--- src/rtl/nfc_pkg.sv ---
// Shared definitions for the NAND flash controller blocks: opcodes,
// small-page geometry and the page reader state encoding.
package nfc_pkg;

  localparam logic [7:0] CMD_READ0     = 8'h00;
  localparam logic [7:0] CMD_PROG      = 8'h80;
  localparam logic [7:0] CMD_PROG_CONF = 8'h10;
  localparam logic [7:0] CMD_ERASE1    = 8'h60;
  localparam logic [7:0] CMD_ERASE2    = 8'hD0;

  localparam int GEO_PAGE_BYTES = 512;
  localparam int GEO_PAGE_AW    = 9;
  localparam int GEO_NUM_PAGES  = 512;

  typedef enum logic [3:0] {
    ST_IDLE   = 4'd0,
    ST_CMD    = 4'd1,
    ST_ADR0   = 4'd2,
    ST_ADR1   = 4'd3,
    ST_ADR2   = 4'd4,
    ST_WBUSY  = 4'd5,
    ST_WREADY = 4'd6,
    ST_RLO    = 4'd7,
    ST_RHI    = 4'd8,
    ST_OUT    = 4'd9,
    ST_FIN    = 4'd10
  } rd_state_e;

endpackage

--- src/rtl/nand_wr_cycle.sv ---
// One latched flash write cycle: while en is high the byte and latch enables
// are driven, f_wen is low for WE_LO cycles then high for WE_HI cycles of
// hold time. fin marks the final hold cycle so the owner can advance.
module nand_wr_cycle #(
  parameter int WE_LO = 1,
  parameter int WE_HI = 1
) (
  input  logic       clk,
  input  logic       rst,
  input  logic       en,
  input  logic       cle,
  input  logic       ale,
  input  logic [7:0] wbyte,
  output logic [7:0] f_io_out,
  output logic       f_io_oe,
  output logic       f_cle,
  output logic       f_ale,
  output logic       f_wen,
  output logic       fin
);

  localparam int CW = $clog2(WE_LO + WE_HI + 1);

  logic [CW-1:0] cnt;

  // Phase counter restarts at every cycle boundary so back-to-back cycles chain.
  always_ff @(posedge clk or posedge rst) begin
    if (rst)             cnt <= '0;
    else if (!en || fin) cnt <= '0;
    else                 cnt <= cnt + 1'b1;
  end

  assign fin      = en && (cnt == CW'(WE_LO + WE_HI - 1));
  assign f_wen    = !(en && (cnt < CW'(WE_LO)));
  assign f_io_oe  = en;
  assign f_io_out = en ? wbyte : 8'h00;
  assign f_cle    = en && cle;
  assign f_ale    = en && ale;

endmodule

--- src/rtl/nand_page_reader.sv ---
// Small-page NAND read sequencer: command + three address cycles, wait on
// ready/busy, then stream PAGE_BYTES bytes out.
// Handshakes: a transfer happens on a rising clk edge where valid and ready
// are both high; valid and its payload hold steady until that edge, and
// valid never depends combinationally on ready.
module nand_page_reader
  import nfc_pkg::*;
#(
  parameter int PAGE_BYTES = 512,
  parameter int PAGE_AW    = 9,
  parameter int WE_LO      = 1,
  parameter int WE_HI      = 1,
  parameter int RE_LO      = 1,
  parameter int RE_HI      = 1,
  parameter int BUSY_WAIT  = 16,
  parameter int READY_TO   = 4095
) (
  input  logic               clk,
  input  logic               rst,
  input  logic               req_valid,
  output logic               req_ready,
  input  logic [PAGE_AW-1:0] req_page,
  output logic               rd_valid,
  input  logic               rd_ready,
  output logic [7:0]         rd_data,
  output logic               rd_last,
  output logic               done,
  output logic               err,
  input  logic [7:0]         f_io_in,
  output logic [7:0]         f_io_out,
  output logic               f_io_oe,
  output logic               f_cle,
  output logic               f_ale,
  output logic               f_wen,
  output logic               f_ren,
  input  logic               f_rb,
  output logic [3:0]         dbg_state
);

  localparam int BW   = $clog2(PAGE_BYTES);
  localparam int WMAX = (READY_TO > BUSY_WAIT) ? READY_TO : BUSY_WAIT;
  localparam int WCW  = $clog2(WMAX + 1);

  rd_state_e          state_q, state_d;
  logic [WCW-1:0]     wcnt;
  logic [BW-1:0]      bcnt;
  logic [PAGE_AW-1:0] page_q;
  logic [15:0]        page_ext;
  logic               rb_s1, rb_s2;
  logic               wr_en, wr_cle, wr_ale, wr_fin;
  logic [7:0]         wr_byte;
  logic               is_last;

  assign page_ext  = 16'(page_q);
  assign is_last   = (bcnt == BW'(PAGE_BYTES - 1));
  assign req_ready = (state_q == ST_IDLE);
  assign rd_valid  = (state_q == ST_OUT);
  assign rd_last   = (state_q == ST_OUT) && is_last;
  assign done      = (state_q == ST_FIN);
  assign f_ren     = (state_q != ST_RLO);
  assign dbg_state = state_q;

  // Two-flop synchroniser for the asynchronous ready/busy pin.
  always_ff @(posedge clk or posedge rst) begin
    if (rst) begin
      rb_s1 <= 1'b1;
      rb_s2 <= 1'b1;
    end else begin
      rb_s1 <= f_rb;
      rb_s2 <= rb_s1;
    end
  end

  // State register.
  always_ff @(posedge clk or posedge rst) begin
    if (rst) state_q <= ST_IDLE;
    else     state_q <= state_d;
  end

  // Next-state logic.
  always_comb begin
    state_d = state_q;
    case (state_q)
      ST_IDLE:   if (req_valid) state_d = ST_CMD;
      ST_CMD:    if (wr_fin) state_d = ST_ADR0;
      ST_ADR0:   if (wr_fin) state_d = ST_ADR1;
      ST_ADR1:   if (wr_fin) state_d = ST_ADR2;
      ST_ADR2:   if (wr_fin) state_d = ST_WBUSY;
      ST_WBUSY:  if (!rb_s2 || wcnt == WCW'(BUSY_WAIT - 1)) state_d = ST_WREADY;
      ST_WREADY: begin
        if (rb_s2)                           state_d = ST_RLO;
        else if (wcnt == WCW'(READY_TO - 1)) state_d = ST_FIN;
      end
      ST_RLO:    if (wcnt == WCW'(RE_LO - 1)) state_d = ST_RHI;
      ST_RHI:    if (wcnt == WCW'(RE_HI - 1)) state_d = ST_OUT;
      ST_OUT:    if (rd_ready) state_d = is_last ? ST_FIN : ST_RLO;
      ST_FIN:    state_d = ST_IDLE;
      default:   state_d = ST_IDLE;
    endcase
  end

  // Byte and latch enables for the command/address write cycles.
  always_comb begin
    wr_en   = 1'b0;
    wr_cle  = 1'b0;
    wr_ale  = 1'b0;
    wr_byte = 8'h00;
    case (state_q)
      ST_CMD:  begin wr_en = 1'b1; wr_cle = 1'b1; wr_byte = CMD_READ0;      end
      ST_ADR0: begin wr_en = 1'b1; wr_ale = 1'b1; wr_byte = 8'h00;          end
      ST_ADR1: begin wr_en = 1'b1; wr_ale = 1'b1; wr_byte = page_ext[7:0];  end
      ST_ADR2: begin wr_en = 1'b1; wr_ale = 1'b1; wr_byte = page_ext[15:8]; end
      default: ;
    endcase
  end

  // Dwell counter for the wait and read-strobe states; zero on every entry.
  always_ff @(posedge clk or posedge rst) begin
    if (rst)                                   wcnt <= '0;
    else if (state_d != state_q)               wcnt <= '0;
    else if (state_q inside {ST_WBUSY, ST_WREADY, ST_RLO, ST_RHI})
                                               wcnt <= wcnt + 1'b1;
  end

  // Request latch, byte counter, data capture and sticky error flag.
  always_ff @(posedge clk or posedge rst) begin
    if (rst) begin
      page_q  <= '0;
      bcnt    <= '0;
      rd_data <= 8'h00;
      err     <= 1'b0;
    end else begin
      if (state_q == ST_IDLE && req_valid) begin
        page_q <= req_page;
        bcnt   <= '0;
        err    <= 1'b0;
      end
      if (state_q == ST_WREADY && state_d == ST_FIN) err <= 1'b1;
      if (state_q == ST_RLO && wcnt == WCW'(RE_LO - 1)) rd_data <= f_io_in;
      if (state_q == ST_OUT && rd_ready) bcnt <= bcnt + 1'b1;
    end
  end

  nand_wr_cycle #(
    .WE_LO (WE_LO),
    .WE_HI (WE_HI)
  ) u_wr (
    .clk      (clk),
    .rst      (rst),
    .en       (wr_en),
    .cle      (wr_cle),
    .ale      (wr_ale),
    .wbyte    (wr_byte),
    .f_io_out (f_io_out),
    .f_io_oe  (f_io_oe),
    .f_cle    (f_cle),
    .f_ale    (f_ale),
    .f_wen    (f_wen),
    .fin      (wr_fin)
  );

endmodule
--- config.mk ---
export PLATFORM = sky130hd
export DESIGN_NAME = nand_page_reader
export DESIGN_NICKNAME = d
export VERILOG_FILES = /design/src/rtl/nfc_pkg.sv /design/src/rtl/nand_wr_cycle.sv /design/src/rtl/nand_page_reader.sv
export SDC_FILE = /design/constraint.sdc
export NUM_CORES = 1
export LEC_CHECK = 0
export CAP_MARGIN = 20
export CELL_PAD_IN_SITES_DETAIL_PLACEMENT = 1
export CELL_PAD_IN_SITES_GLOBAL_PLACEMENT = 2
export CORE_ASPECT_RATIO = 0.75
export CORE_MARGIN = 4
export CORE_UTILIZATION = 36
export DETAILED_ROUTE_END_ITERATION = 10
export DONT_BUFFER_PORTS = 1
export GPL_TIMING_DRIVEN = 0
export PLACE_DENSITY = 0.84
export SLEW_MARGIN = 20
export SYNTH_ARGS = -nofsm -noshare
export SYNTH_HDL_FRONTEND = slang
export SYNTH_SLANG_ARGS = --single-unit
--- constraint.sdc ---
create_clock -name clk -period 2 [get_ports clk]
set_input_delay 0.6 -clock clk [delete_from_list [all_inputs] [get_ports clk]]
set_output_delay 0.6 -clock clk [all_outputs]
set_load 0.03 [all_outputs]
==> results.cfg <==
[route]
vias = 2092
post_drt_wl_per_cell_um = 19.0
initialDrtViolationCount = 71
wl_met2_um = 3340
highest_layer = met4
routed-wl-met3_um = 490
routed_wirelength_um = 7340
firstDrtPassIters = 4
route.detailed.drc = 0
drt.antenna.violating_nets = 0
viasPerCell = 5.42
drt-met1-wl_um = 3450

[global_routing]
grt_pass1_vias = 2125
grt.total_usage_pct = 15.9
grt_pass1_wl_um = 11000
grt_max_degree = 32
gr-total-overflow = 0
antenna_found_initial = 0

[power_and_ir_drop]
pwr_density_cell_nw_per_um2 = 1460
power_leakage_nw = 1.42
total_power_mw = 5.05
ir_worst_vdd_v = 0.000701

[yosys]
syn_area_per_cell_um2 = 10.3
synth-compound-area-share_pct = 9.44
synth-xor-area-share_pct = 3.98
synthCells = 255
yosysWarnings = 0
synth_ff_type = dfrtp_1
yosys.area.top_type = dfrtp_1
yosys.area_share.simple_pct = 26.1
synth_seq_cells = 47
synth_seq_area_share_pct = 44.7
syn-cell-area_um2 = 2640
synth_most_common_cell = dfrtp_1
synth_mux_area_share_pct = 8.49
synth_top_family_by_area = simple AND/OR/NAND/NOR gates
ys_top_cells_by_area = dfrtp_1, mux2_2, ha_1
synth_async_sr_flop_share_pct = 100
synth_edf_count = 0
synthTopCellsByCount = dfrtp_1, nand2_1, nor2_1
ys_types = 57
syn_nets = 285
synth_top_area_share_pct = 42.7
synth_fa_ha_area_share_pct = 3.79

[finish]
insertedDiodeCount = 0
syn2layout_area_growth_pct = 30.7
num-nets-final = 317
post-route-util_pct = 49.6
drive_above_1_share_pct = 44.1

[clock_tree]
cts_buffers = 5
cts_tree = built
cts_max_level = 2
clock_latency_ns = 0.31
clk_pin_slew_ns = 0.10
clock_sinks = 47
clk_path_buf_depth = 2
cts_root_buf = clkbuf_8

[setup_path]
cp_slowest_cell = dfrtp_2
rrSetupSlack_ns = -0.38
rr_worst_depth = 12
path_class = reg -> out
cp_max_fo = 8
critPathMaxStageDelay_ns = 0.52
cp.depth = 6
crit_chain = buf_6 -> buf_8 -> and2_4 -> or3_4 -> inv_8 -> nand2_8
start_kind = flip-flop
path_buf_inv = 3
cp-end-kind = primary output
arrival_ns = 1.85
path_delay_family = simple AND/OR/NAND/NOR gates
required_ns = 1.40

[timing]
max_clock_freq_mhz = 409
setup_slack_ns = -0.446
finalCritPeriodShare_pct = 122
period_needed_ns = 2.45
rsz0062_at_grt = true
setup_viol = 39
hold_viol = 0
slew_headroom_pct = 62.4
hold_ws_ns = 0.149
slew_viol_final = 0
worstMarginPinSlew_ns = 0.561
skew_ns = 0.0101

[floorplan]
io_pins = 52
rows = 26
die_w_um = 107
die_area_um2 = 8780
coreArea_um2 = 6960
initial_utilization_pct = 37.9
die_h_um = 82.1

[flow_run]
maxCapViolCount = 0

[outcome]
status = complete, but fails checks
violations = setup timing

[place]
place.gp.congestion = 0.765
numPortBuffers = 0
place.detailed.hpwl_um = 4880

[min_path]
hold_path.class = in -> async
==> final timing paths <==
| path | endpoint | start |
|---|---|---|
| setup / recovery | f_wen | dbg_state[2] |
| hold / removal | bcnt[1] | rst |
| setup reg to reg | wcnt[2] | bcnt[0] |
| hold reg to reg | rb_s2 | rb_s1 |
| max in group asynchronous | rb_s2 | rst |
| min in group clk | rb_s1 | f_rb |
==> state kept, by name, indices dropped and copies added, names as in the netlist <==
name       flops
rb_s1          1
bcnt           9
wcnt          12
rb_s2          1
u_wr.cnt       2
page_q         9
dbg_state      4
err            1
rd_data        8
==> layout make-up <==
cell class / count / area, um2
inverter: 10 / 47.5
tap: 98 / 123
sequential: 47 / 1180
buffer: 8 / 98.8
multi-input combinational: 188 / 1650
fill: 766 / 3510
clock buffer: 5 / 68.8
timing repair buffer: 27 / 251
clock inverter: 3 / 22.5
==> power breakdown <==
group          internal, mW  switching [mW]  leakage [nW]  total (mW)
combinational          1.28            1.52         0.769        2.80
sequential             1.20           0.444         0.600        1.64
clock                 0.251           0.357        0.0485       0.608
==> stage by stage <==
stage | cells | instance area (um2) | setup TNS, ns | worst slack [ns]
2_1_floorplan | 255 | 2710 | -2.51 | -0.157
3_3_place_gp | 353 | 2840 | -24.86 | -0.426
5_1_grt | 386 | 3450 | -12.95 | -0.503
4_1_cts | 367 | 3030 | -18.31 | -0.567
3_5_place_dp | 354 | 2860 | -13.76 | -0.437
6_report | 386 | 3450 | -9.76 | -0.446
==> logic make-up after synthesis <==
| family | after synthesis |
|---|---|
| flops | 47 |
| mux | 19 |
| fa+ha+maj | 8 |
| xor+xnor | 12 |
| compound gates | 35 |
| simple gates | 114 |
| buf+inv | 20 |
==> what timing repair did <==
action                     4_1_cts  5_1_grt
gates cloned                     0        2
pin swaps                        5       38
hold buffers                     0        0
setup endpoints to repair       56       51
gates resized for setup         23       76
setup buffers                    6       18
==> cells in the final DEF (no fill, tap or decap), types with 3 or more instances in the layout <==
cell | Yosys | routed
nand3_1 | 8 | 6
and2_4 | 0 | 9
buf_4 | 1 | 19
buf_6 | 1 | 9
nand4_1 | 9 | 9
nand3b_1 | 3 | 3
nor2_4 | 0 | 16
nor2_1 | 19 | 12
dfrtp_1 | 45 | 41
nand3_2 | 1 | 3
nand2_1 | 19 | 15
xor2_1 | 4 | 4
and3_1 | 5 | 3
o31ai_1 | 3 | 3
mux2_2 | 17 | 17
ha_1 | 8 | 6
xnor2_1 | 8 | 8
nor3b_1 | 4 | 3
inv_1 | 10 | 7
dfrtp_2 | 0 | 4
o21ai_1 | 1 | 9
clkbuf_8 | 0 | 5
o211ai_1 | 4 | 4
==> worst register-to-register path: stages (launching register included) <==
cell,delay (ns)
dfrtp_1,0.41
ha_2,0.20
and3_4,0.20
nand2_4,0.06
nor2_4,0.12
ha_2,0.19
and3b_2,0.23
nor3_4,0.16
nand2_1,0.07
o211ai_1,0.10
nand4_2,0.24
clkbuf_16,0.25
nor2_4,0.07
==> layer usage <==
metal / track usage [%] / vias to the layer above
li1: - / 969
met3: 5.67 / 8
met2: 23.9 / 55
met5: 0 / -
met4: 3.45 / 0
met1: 22.3 / 1060
Note: power is estimated with default switching activity, not from simulation.
